## src/rtl/video_pkg.sv

```systemverilog
// Shared video types: RGB888 pixel, bounding box and colour-window records.
package video_pkg;

  localparam int H_ACT_DEFAULT = 640;
  localparam int V_ACT_DEFAULT = 480;

  typedef struct packed {
    logic [7:0] r;
    logic [7:0] g;
    logic [7:0] b;
  } rgb888_t;

  typedef struct packed {
    logic [11:0] x0;
    logic [11:0] x1;
    logic [11:0] y0;
    logic [11:0] y1;
  } bbox_t;

  typedef struct packed {
    logic [7:0] r_min;
    logic [7:0] r_max;
    logic [7:0] g_min;
    logic [7:0] g_max;
    logic [7:0] b_min;
    logic [7:0] b_max;
  } rgb_window_t;

  // A window that can never match (min above max on every channel).
  localparam rgb_window_t WIN_CLOSED = '{
    r_min: 8'hFF, r_max: 8'h00,
    g_min: 8'hFF, g_max: 8'h00,
    b_min: 8'hFF, b_max: 8'h00
  };

  // True when every channel of px lies inside the inclusive bounds of w.
  function automatic logic in_window(input rgb888_t px, input rgb_window_t w);
    logic r_ok;
    logic g_ok;
    logic b_ok;
    r_ok = (px.r >= w.r_min) && (px.r <= w.r_max);
    g_ok = (px.g >= w.g_min) && (px.g <= w.g_max);
    b_ok = (px.b >= w.b_min) && (px.b <= w.b_max);
    return r_ok && g_ok && b_ok;
  endfunction

endpackage

```

## src/rtl/blob_bbox_acc.sv

```systemverilog
// Colour-window match, per-frame bounding-box/count accumulation and
// frame-end latch of the box that drives the overlay on the next frame.
module blob_bbox_acc
  import video_pkg::*;
#(
  parameter int H_ACT      = H_ACT_DEFAULT,
  parameter int V_ACT      = V_ACT_DEFAULT,
  parameter int MIN_PIXELS = 16
) (
  input  logic        clk_i,
  input  logic        rst_i,
  input  logic        de_i,
  input  rgb888_t     data_i,
  input  logic [11:0] x_i,
  input  logic [11:0] y_i,
  input  rgb_window_t thr_i,
  output bbox_t       box_o,
  output logic        box_valid_o,
  output logic [19:0] pix_count_o
);

  rgb_window_t win_q;
  logic [11:0] min_x_q, max_x_q, min_y_q, max_y_q;
  logic [11:0] min_x_d, max_x_d, min_y_d, max_y_d;
  logic [19:0] cnt_q, cnt_d;
  logic        match_s;
  logic        frame_end_s;
  logic        valid_d;
  bbox_t       box_q;
  logic        box_valid_q;
  logic [19:0] pix_count_q;

  // Match test and accumulator next-state including the current pixel.
  always_comb begin
    match_s     = de_i && in_window(data_i, win_q);
    frame_end_s = de_i && (x_i == 12'(H_ACT - 1)) && (y_i == 12'(V_ACT - 1));
    min_x_d     = (match_s && (x_i < min_x_q)) ? x_i : min_x_q;
    max_x_d     = (match_s && (x_i > max_x_q)) ? x_i : max_x_q;
    min_y_d     = (match_s && (y_i < min_y_q)) ? y_i : min_y_q;
    max_y_d     = (match_s && (y_i > max_y_q)) ? y_i : max_y_q;
    cnt_d       = (match_s && (cnt_q != 20'hFFFFF)) ? (cnt_q + 20'd1) : cnt_q;
    valid_d     = (cnt_d >= 20'(MIN_PIXELS));
  end

  // Accumulate during the frame; on the last pixel latch results, clear
  // the accumulators and load the window to be used for the next frame.
  always_ff @(posedge clk_i) begin
    if (rst_i) begin
      win_q       <= WIN_CLOSED;
      min_x_q     <= 12'hFFF;
      max_x_q     <= 12'h000;
      min_y_q     <= 12'hFFF;
      max_y_q     <= 12'h000;
      cnt_q       <= 20'd0;
      box_q       <= '0;
      box_valid_q <= 1'b0;
      pix_count_q <= 20'd0;
    end else if (frame_end_s) begin
      win_q       <= thr_i;
      min_x_q     <= 12'hFFF;
      max_x_q     <= 12'h000;
      min_y_q     <= 12'hFFF;
      max_y_q     <= 12'h000;
      cnt_q       <= 20'd0;
      pix_count_q <= cnt_d;
      box_valid_q <= valid_d;
      if (valid_d) begin
        box_q <= '{x0: min_x_d, x1: max_x_d, y0: min_y_d, y1: max_y_d};
      end else begin
        box_q <= box_q;
      end
    end else begin
      min_x_q <= min_x_d;
      max_x_q <= max_x_d;
      min_y_q <= min_y_d;
      max_y_q <= max_y_d;
      cnt_q   <= cnt_d;
    end
  end

  assign box_o       = box_q;
  assign box_valid_o = box_valid_q;
  assign pix_count_o = pix_count_q;

endmodule

```

## src/rtl/blob_box_overlay.sv

```systemverilog
// Finds pixels inside a programmable RGB window, tracks their bounding box
// per frame and draws the previous frame's box as an outline on the stream.
module blob_box_overlay
  import video_pkg::*;
#(
  parameter int          H_ACT      = H_ACT_DEFAULT,
  parameter int          V_ACT      = V_ACT_DEFAULT,
  parameter logic [23:0] BOX_COLOR  = 24'hFF0000,
  parameter int          LINE_W     = 2,
  parameter int          MIN_PIXELS = 16
) (
  input  logic        video_clk,
  input  logic        rst,
  input  logic        i_hs,
  input  logic        i_vs,
  input  logic        i_de,
  input  logic [23:0] i_data,
  input  logic [11:0] i_x,
  input  logic [11:0] i_y,
  input  logic [7:0]  thr_r_min,
  input  logic [7:0]  thr_r_max,
  input  logic [7:0]  thr_g_min,
  input  logic [7:0]  thr_g_max,
  input  logic [7:0]  thr_b_min,
  input  logic [7:0]  thr_b_max,
  output logic        o_hs,
  output logic        o_vs,
  output logic        o_de,
  output logic [23:0] o_data,
  output logic        box_valid,
  output logic [11:0] box_x0,
  output logic [11:0] box_x1,
  output logic [11:0] box_y0,
  output logic [11:0] box_y1,
  output logic [19:0] pix_count
);

  rgb_window_t thr_s;
  rgb888_t     pix_s;
  bbox_t       box_s;
  logic        box_valid_s;

  logic [12:0] x_s, y_s, bx0_s, bx1_s, by0_s, by1_s, lw_s;
  logic        in_xs_s, in_ys_s, near_x_s, near_y_s, border_s;

  logic        hs1_q, vs1_q, de1_q, border1_q;
  logic [23:0] data1_q;
  logic        hs2_q, vs2_q, de2_q;
  logic [23:0] data2_q;

  assign thr_s = {thr_r_min, thr_r_max, thr_g_min, thr_g_max, thr_b_min, thr_b_max};
  assign pix_s = i_data;

  blob_bbox_acc #(
    .H_ACT      (H_ACT),
    .V_ACT      (V_ACT),
    .MIN_PIXELS (MIN_PIXELS)
  ) u_acc (
    .clk_i       (video_clk),
    .rst_i       (rst),
    .de_i        (i_de),
    .data_i      (pix_s),
    .x_i         (i_x),
    .y_i         (i_y),
    .thr_i       (thr_s),
    .box_o       (box_s),
    .box_valid_o (box_valid_s),
    .pix_count_o (pix_count)
  );

  // Outline decode in 13 bits; the right/bottom edge test is written as
  // c + LINE_W - 1 >= edge so a box edge smaller than LINE_W cannot wrap.
  always_comb begin
    x_s      = {1'b0, i_x};
    y_s      = {1'b0, i_y};
    bx0_s    = {1'b0, box_s.x0};
    bx1_s    = {1'b0, box_s.x1};
    by0_s    = {1'b0, box_s.y0};
    by1_s    = {1'b0, box_s.y1};
    lw_s     = 13'(LINE_W);
    in_xs_s  = (x_s >= bx0_s) && (x_s <= bx1_s);
    in_ys_s  = (y_s >= by0_s) && (y_s <= by1_s);
    near_x_s = in_xs_s && ((x_s <= bx0_s + lw_s - 13'd1) || (x_s + lw_s - 13'd1 >= bx1_s));
    near_y_s = in_ys_s && ((y_s <= by0_s + lw_s - 13'd1) || (y_s + lw_s - 13'd1 >= by1_s));
    border_s = box_valid_s && ((in_ys_s && near_x_s) || (in_xs_s && near_y_s));
  end

  // Stage 1: register syncs, pixel and the outline decision.
  always_ff @(posedge video_clk) begin
    if (rst) begin
      hs1_q     <= 1'b0;
      vs1_q     <= 1'b0;
      de1_q     <= 1'b0;
      data1_q   <= 24'h000000;
      border1_q <= 1'b0;
    end else begin
      hs1_q     <= i_hs;
      vs1_q     <= i_vs;
      de1_q     <= i_de;
      data1_q   <= i_data;
      border1_q <= border_s;
    end
  end

  // Stage 2: substitute the box colour on outline pixels, blank outside de.
  always_ff @(posedge video_clk) begin
    if (rst) begin
      hs2_q   <= 1'b0;
      vs2_q   <= 1'b0;
      de2_q   <= 1'b0;
      data2_q <= 24'h000000;
    end else begin
      hs2_q   <= hs1_q;
      vs2_q   <= vs1_q;
      de2_q   <= de1_q;
      if (!de1_q) begin
        data2_q <= 24'h000000;
      end else if (border1_q) begin
        data2_q <= BOX_COLOR;
      end else begin
        data2_q <= data1_q;
      end
    end
  end

  assign o_hs      = hs2_q;
  assign o_vs      = vs2_q;
  assign o_de      = de2_q;
  assign o_data    = data2_q;
  assign box_valid = box_valid_s;
  assign box_x0    = box_s.x0;
  assign box_x1    = box_s.x1;
  assign box_y0    = box_s.y0;
  assign box_y1    = box_s.y1;

endmodule
```

## config.mk

```make
export PLATFORM = sky130hd
export DESIGN_NAME = blob_box_overlay
export DESIGN_NICKNAME = d
export VERILOG_FILES = /design/src/rtl/video_pkg.sv /design/src/rtl/blob_bbox_acc.sv /design/src/rtl/blob_box_overlay.sv
export SDC_FILE = /design/constraint.sdc
export NUM_CORES = 1
export LEC_CHECK = 0
export ABC_AREA = 1
export BUFFER_PORTS_ARGS = -buffer_cell sky130_fd_sc_hd__buf_2
export CAP_MARGIN = 40
export CELL_PAD_IN_SITES_DETAIL_PLACEMENT = 1
export CELL_PAD_IN_SITES_GLOBAL_PLACEMENT = 1
export CORE_AREA = 2 2 191 193
export DETAILED_ROUTE_END_ITERATION = 6
export DIE_AREA = 0 0 193 195
export PLACE_DENSITY = 0.88
export SLEW_MARGIN = 40
export SYNTH_ARGS = -nofsm -noshare
export SYNTH_HDL_FRONTEND = slang
export SYNTH_HIERARCHICAL = 1
export SYNTH_SLANG_ARGS = --single-unit
```

## constraint.sdc

```tcl
create_clock -name video_clk -period 2.9 [get_ports video_clk]
set_input_delay 0.29 -clock video_clk [delete_from_list [all_inputs] [get_ports video_clk]]
set_output_delay 0.29 -clock video_clk [all_outputs]
set_load 0.01 [all_outputs]
```

Word level (Yosys, flattened, before mapping)
Index checks and enable logic that the tools add are counted.
Storage, ports and cells
  register bits after elaboration: 240
  input bits: 101
  output and inout port bits: 96
  word-level logic and storage cells: 92
Operators by class
  add/sub/neg operators: 9
  $lt $le $gt $ge: 19
  eq/ne operators: 3
  multiplexer cells: 6
  bitwise logic cells: 1
  reductions and logical operators: 27
Operators by type and width (number)
  12-bit by 2-bit adder with 13-bit output, second input constant: 4
  13-bit by 1-bit subtractor with 13-bit output, second input constant: 4
  12-bit 2-to-1 mux: 4
  13-bit by 12-bit >= comparator with 1-bit output: 2
  12-bit by 13-bit <= comparator with 1-bit output: 2
  12-bit >= comparator: 2
  8-bit >= comparator: 3
  12-bit > comparator: 2
  12-bit <= comparator: 2
  8-bit <= comparator: 3
  12-bit < comparator: 2
  24-bit 2-to-1 mux: 1
  20-bit by 1-bit adder with 20-bit output, second input constant: 1
  20-bit by 5-bit >= comparator with 1-bit output, second input constant: 1
  1-bit logical AND: 20
  20-bit 2-to-1 mux: 1
  20-bit != test, second input constant: 1
  12-bit by 10-bit == test with 1-bit output, second input constant: 1
  12-bit by 9-bit == test with 1-bit output, second input constant: 1
  2-bit OR reduction: 2
  1-bit logical OR: 3
  3-bit OR reduction: 1
  2-bit AND reduction: 1
  1-bit inverter: 1

Depth between registers and ports, before layout
  depth after elaboration: 9
  mapped depth: 25

By module
The synthesis kept the hierarchy.
By module, submodules not included
  blob_bbox_acc: times used 1, cells each 1376, area each 9855.7 um^2
  blob_box_overlay: times used 1, cells each 704, area each 4941.0 um^2

Worst setup path after synthesis
OpenSTA, ideal clock, no wires.
  kind: flip-flop to flip-flop
  start: register u_acc/win_q[39] in the netlist's numbering
  end: register u_acc.box_q, in the netlist u_acc/box_o[26]
  arrival time: 2345 ps
  required time: 2786 ps
  setup slack: 441 ps
  stages on the path, launching flop included: 21
  buffers on the path: 3
  period minus slack after synthesis: 2459 ps
  cell sequence: dfxtp_1 -> inv_1 -> ha_1 -> nand2_1 -> nor2_1 -> nand3_1 -> nor2_1 -> a21oi_1 -> nor2_4 -> nand3_2 -> buf_4 -> nand2_1 -> nand2_1 -> nor2_1 -> nand2_1 -> nor2_1 -> nand2_2 -> buf_6 -> buf_6 -> a21oi_2 -> nor2_1
Between the ends
  word-level cells in the longest chain between the ends: 9
  elaborated cells between the ends (all ways): 11
RTL lines
  from (decl): line blob_bbox_acc.sv:22  | rgb_window_t win_q;
  from (signal assigned): line blob_bbox_acc.sv:59  | win_q <= thr_i;
  8-bit <= comparator (*): line video_pkg.sv:41  | r_ok = (px.r >= w.r_min) && (px.r <= w.r_max);
  1-bit logical AND (*): line video_pkg.sv:41
  1-bit logical AND (*) (2 in a row): line video_pkg.sv:44  | return r_ok && g_ok && b_ok;
  1-bit logical AND (*): line blob_bbox_acc.sv:35  | match_s = de_i && in_window(data_i, win_q);
  1-bit logical AND: line blob_bbox_acc.sv:41  | cnt_d = (match_s && (cnt_q != 20'hFFFFF)) ? (cnt_q + 20'd1) : cnt_q;
  20-bit 2-to-1 mux: line blob_bbox_acc.sv:41
  20-bit by 5-bit >= comparator with 1-bit output: line blob_bbox_acc.sv:42  | valid_d = (cnt_d >= 20'(MIN_PIXELS));
  2-bit AND reduction (no line)
  to (signal assigned): line blob_bbox_acc.sv:68  | box_q <= '{x0: min_x_d, x1: max_x_d, y0: min_y_d, y1: max_y_d};
  to (signal assigned): line blob_bbox_acc.sv:70  | box_q <= box_q;
  to (decl): line blob_bbox_acc.sv:29  | bbox_t box_q;
Mark *: on every way between the ends. The rest lies on a longest branch, timed or not.
A chain may end at the register's enable or synchronous reset.

Worst setup path in the final report
  start: register u_acc/win_q[35] in the netlist's numbering
  end: register u_acc.box_q, in the netlist u_acc/box_o[11]
The elaborated chain is that of the path after synthesis.

==> out/qor.yml <==
logic_synthesis:
  synth-edff-count: 0
  netlist_area_um2: 14800
  synth.distinct_cells: 42
  synthAdderAreaFrac_pct: 16.49
  synth_compound_area_share_pct: 11.02
  synthesis.nets: 2376
  synth-main-ff-cell: "dfxtp_1"
  synth_seq_cells: 240
  yosys.area_share.simple_pct: 25.64
  synthXorXnorAreaFrac_pct: 3.137
  syn_area_per_cell_um2: 7.114
  synthCells: 2080
  synth_mux_area_share_pct: 0.06765
  synth_top_family_by_area: "simple AND/OR/NAND/NOR gates"
  yosysWarnings: 6
  ys_seq_area_share_pct: 32.47
  async_reset_ff_share_pct: 0
clock_tree:
  clk_pin_slew_worst_paths_ns: 0.08
  cts_root_buf: "clkbuf_16"
  clock_path_buffers: 3
  clkLatencyLatePin_ns: 0.57
  cts_buffers: 26
  cts_tree: "built"
  clock-sinks: 240
  htreeDepth: 1
cells_and_area:
  seqCellArea_um2: 4817
  nNetsFinal: 2682
  fin_cells: 2872
  multi_input_comb_area_um2: 9052
  fillers: 4440
  syn2layout_area_growth_pct: 30.41
  layout_common_cells: "380 x nand2_1, 333 x inv_1, 243 x nor2_1"
  drive_gt1_share_pct: 22.69
  final_core_util_pct: 54.51
  final_common_cell: "nand2_1"
  final_area_um2: 19300
timing:
  final_hold_viol_count: 0
  drv_slew: 0
  worst_hold_slack_ns: 0.02501
  relSlewSlack_pct: 42.84
  finalClockSkew_ns: 0.04769
  max_freq_mhz: 295.9
  setup_slack_ns: -0.4796
  setup_viol: 55
  rsz0062_at_grt: "yes"
  tightest_slew_ns: 0.8484
  min_period_over_period_pct: 116.5
  period_minus_slack_ns: 3.380
placement:
  dp.cells: 2738
  place_area_um2: 16660
  io_buffers: 196
  dp_hpwl_mm: 37.50
  gp_congestion: 0.8659
floorplan:
  ioPinCount: 197
  die-area_um2: 37640
  die_width_um: 193
  initial_utilization_pct: 41.80
  die_y_um: 195
  rows: 69
  core_area_um2: 35400
grt:
  gr-usage-all-layers_pct: 30.05
  grt_pass1_vias: 16770
  grt_first_pass_wirelength_mm: 89.11
  antenna_found_initial: 4
  grt_max_degree: 49
  grt_overflow: 0
worst_setup_path:
  critPathCaptureType: "flop"
  path_common_cell: "nand2_1"
  cp_slowest_cell: "dfxtp_1"
  slowest_delay_ns: 0.51
  critPathLaunchType: "flop"
  crit_arrival_ns: 3.80
  path_max_fanout: 23
  crit_required_ns: 3.32
  crit_chain: "inv_2 > ha_4 > nand2_2 > inv_1 > nand2_1 > nand2_1 > nand2_1 > a21oi_2 > nor2_4 > nand3_4 > clkbuf_16 > buf_4 > o21ai_2 > nor2_2 > nand2_2 > nor2_4 > nand2_8 > clkbuf_16 > a21oi_1 > nor2_1"
  criticalPathCategory: "reg2reg"
drt:
  wl_per_cell_um: 24.25
  drt_iter0_drc: 1264
  viasPerCell: 5.711
  wl_mm: 69.64
  ant_nets: 0
  route.detailed.drc: 0
  vias: 16400
  firstDrtPassIters: 6
status:
  violations: "setup timing"
  status: "finished, violations left"
power:
  total_power_mw: 8.015
  ir_worst_vdd_uv: 458.1
  power.density_nw_per_um2: 415.4
  leakagePower_nw: 9.516
worst_hold_path:
  holdCritPathClass: "in2reg"
job:
  drv_cap: 0
## cell families after synthesis
| family | count (synthesis) |
|---|---|
| buffers and inverters | 424 |
| and+or+nand+nor | 886 |
| muxes | 1 |
| DFF | 240 |
| xor gates and xnor gates | 53 |
| AOI/OAI and AO/OA | 281 |
| adders and majority gates | 195 |
## sequential cells by signal, indices dropped and copies added, names as in the netlist
name	cells
hs1_q	1
o_data	24
u_acc/pix_count_o	20
o_de	1
vs1_q	1
data1_q	24
u_acc/box_valid_o	1
u_acc/max_y_q	12
border1_q	1
u_acc/box_o	48
o_vs	1
u_acc/max_x_q	12
o_hs	1
de1_q	1
u_acc/cnt_q	20
u_acc/min_x_q	12
u_acc/win_q	48
u_acc/min_y_q	12
## path summary, 6_finish.rpt
check / from / endpoint / slack, ns / cells after the start
max reg2reg: u_acc/win_q[35]$_SDFFE_PP0P_ / u_acc/box_o[11]$_SDFFE_PP0P_ / -0.48 / 20
min reg2reg: vs1_q$_SDFF_PP0_ / o_vs$_SDFF_PP0_ / 0.40 / 2
max: u_acc/win_q[35]$_SDFFE_PP0P_ / u_acc/box_o[11]$_SDFFE_PP0P_ / -0.48 / 20
min: thr_g_min[3] / u_acc/win_q[27]$_SDFFE_PP1P_ / 0.03 / 3
## routing by layer
metal	wire length [µm]	up-vias	global-route usage [%]	share of wire, %
li1	-	7224	-	-
met1	25030	7880	34.10	36
met2	34490	942	54.89	50
met3	4683	355	4.044	6.7
met4	5435	0	14.31	7.8
met5	0	-	0	0
## Yosys cell counts (10+ instances only)
| cell type | n | area (µm²) |
|---|---|---|
| a21oi_2 | 29 | 254.0 |
| inv_2 | 10 | 37.54 |
| o21ai_0 | 98 | 490.5 |
| nor3_1 | 15 | 75.07 |
| dfxtp_1 | 240 | 4805 |
| xor2_1 | 39 | 341.6 |
| buf_2 | 11 | 55.05 |
| xnor2_1 | 14 | 122.6 |
| nor2_2 | 17 | 106.4 |
| nand3_1 | 86 | 430.4 |
| nand2_1 | 419 | 1573 |
| nor2_1 | 266 | 998.5 |
| a21oi_1 | 111 | 555.5 |
| ha_1 | 195 | 2440 |
| o21a_1 | 11 | 82.58 |
| nand4_1 | 45 | 281.5 |
| inv_1 | 348 | 1306 |
| clkbuf_1 | 43 | 161.4 |
## critical path: cells and delay by family (launching register included)
kind / cells / cell delay [ns]
flops: 1 / 0.51
fa+ha+maj: 1 / 0.30
compound gates: 3 / 0.47
simple gates: 11 / 1.19
buf+inv: 5 / 0.76
## where the power goes
part / switching [mW] / internal, mW
Combinational: 0.580 / 0.361
Clock: 1.58 / 2.16
Sequential: 0.0121 / 3.32
## through the flow
step           setup slack (ns)   TNS, ns
2_1_floorplan            0.4410         0
3_3_place_gp           -0.03193   -0.1247
3_5_place_dp            -0.1553    -5.170
4_1_cts                -0.02070  -0.02783
5_1_grt                 -0.5164    -22.07
6_report                -0.4796    -19.85
## timing repair
| action | 4_1_cts | 5_1_grt |
|---|---|---|
| pin swaps | 0 | 37 |
| gates resized for setup | 10 | 162 |
| setup buffers | 0 | 12 |
| setup endpoints to repair | 48 | 81 |
| hold buffers | 65 | 0 |
| cloned | 0 | 9 |
| hold endpoints to repair | 65 | 0 |
## final cells by class
type / instances / share of cell area (%)
multi-input combinational: 1416 / 46.91
sequential: 240 / 24.96
timing repair buffer: 342 / 13.20
inverter: 360 / 7.022
clock buffer: 31 / 3.573
tap: 461 / 2.989
clock inverter: 17 / 1.271
antenna: 5 / 0.06484
(Power assumes the default switching activity.)
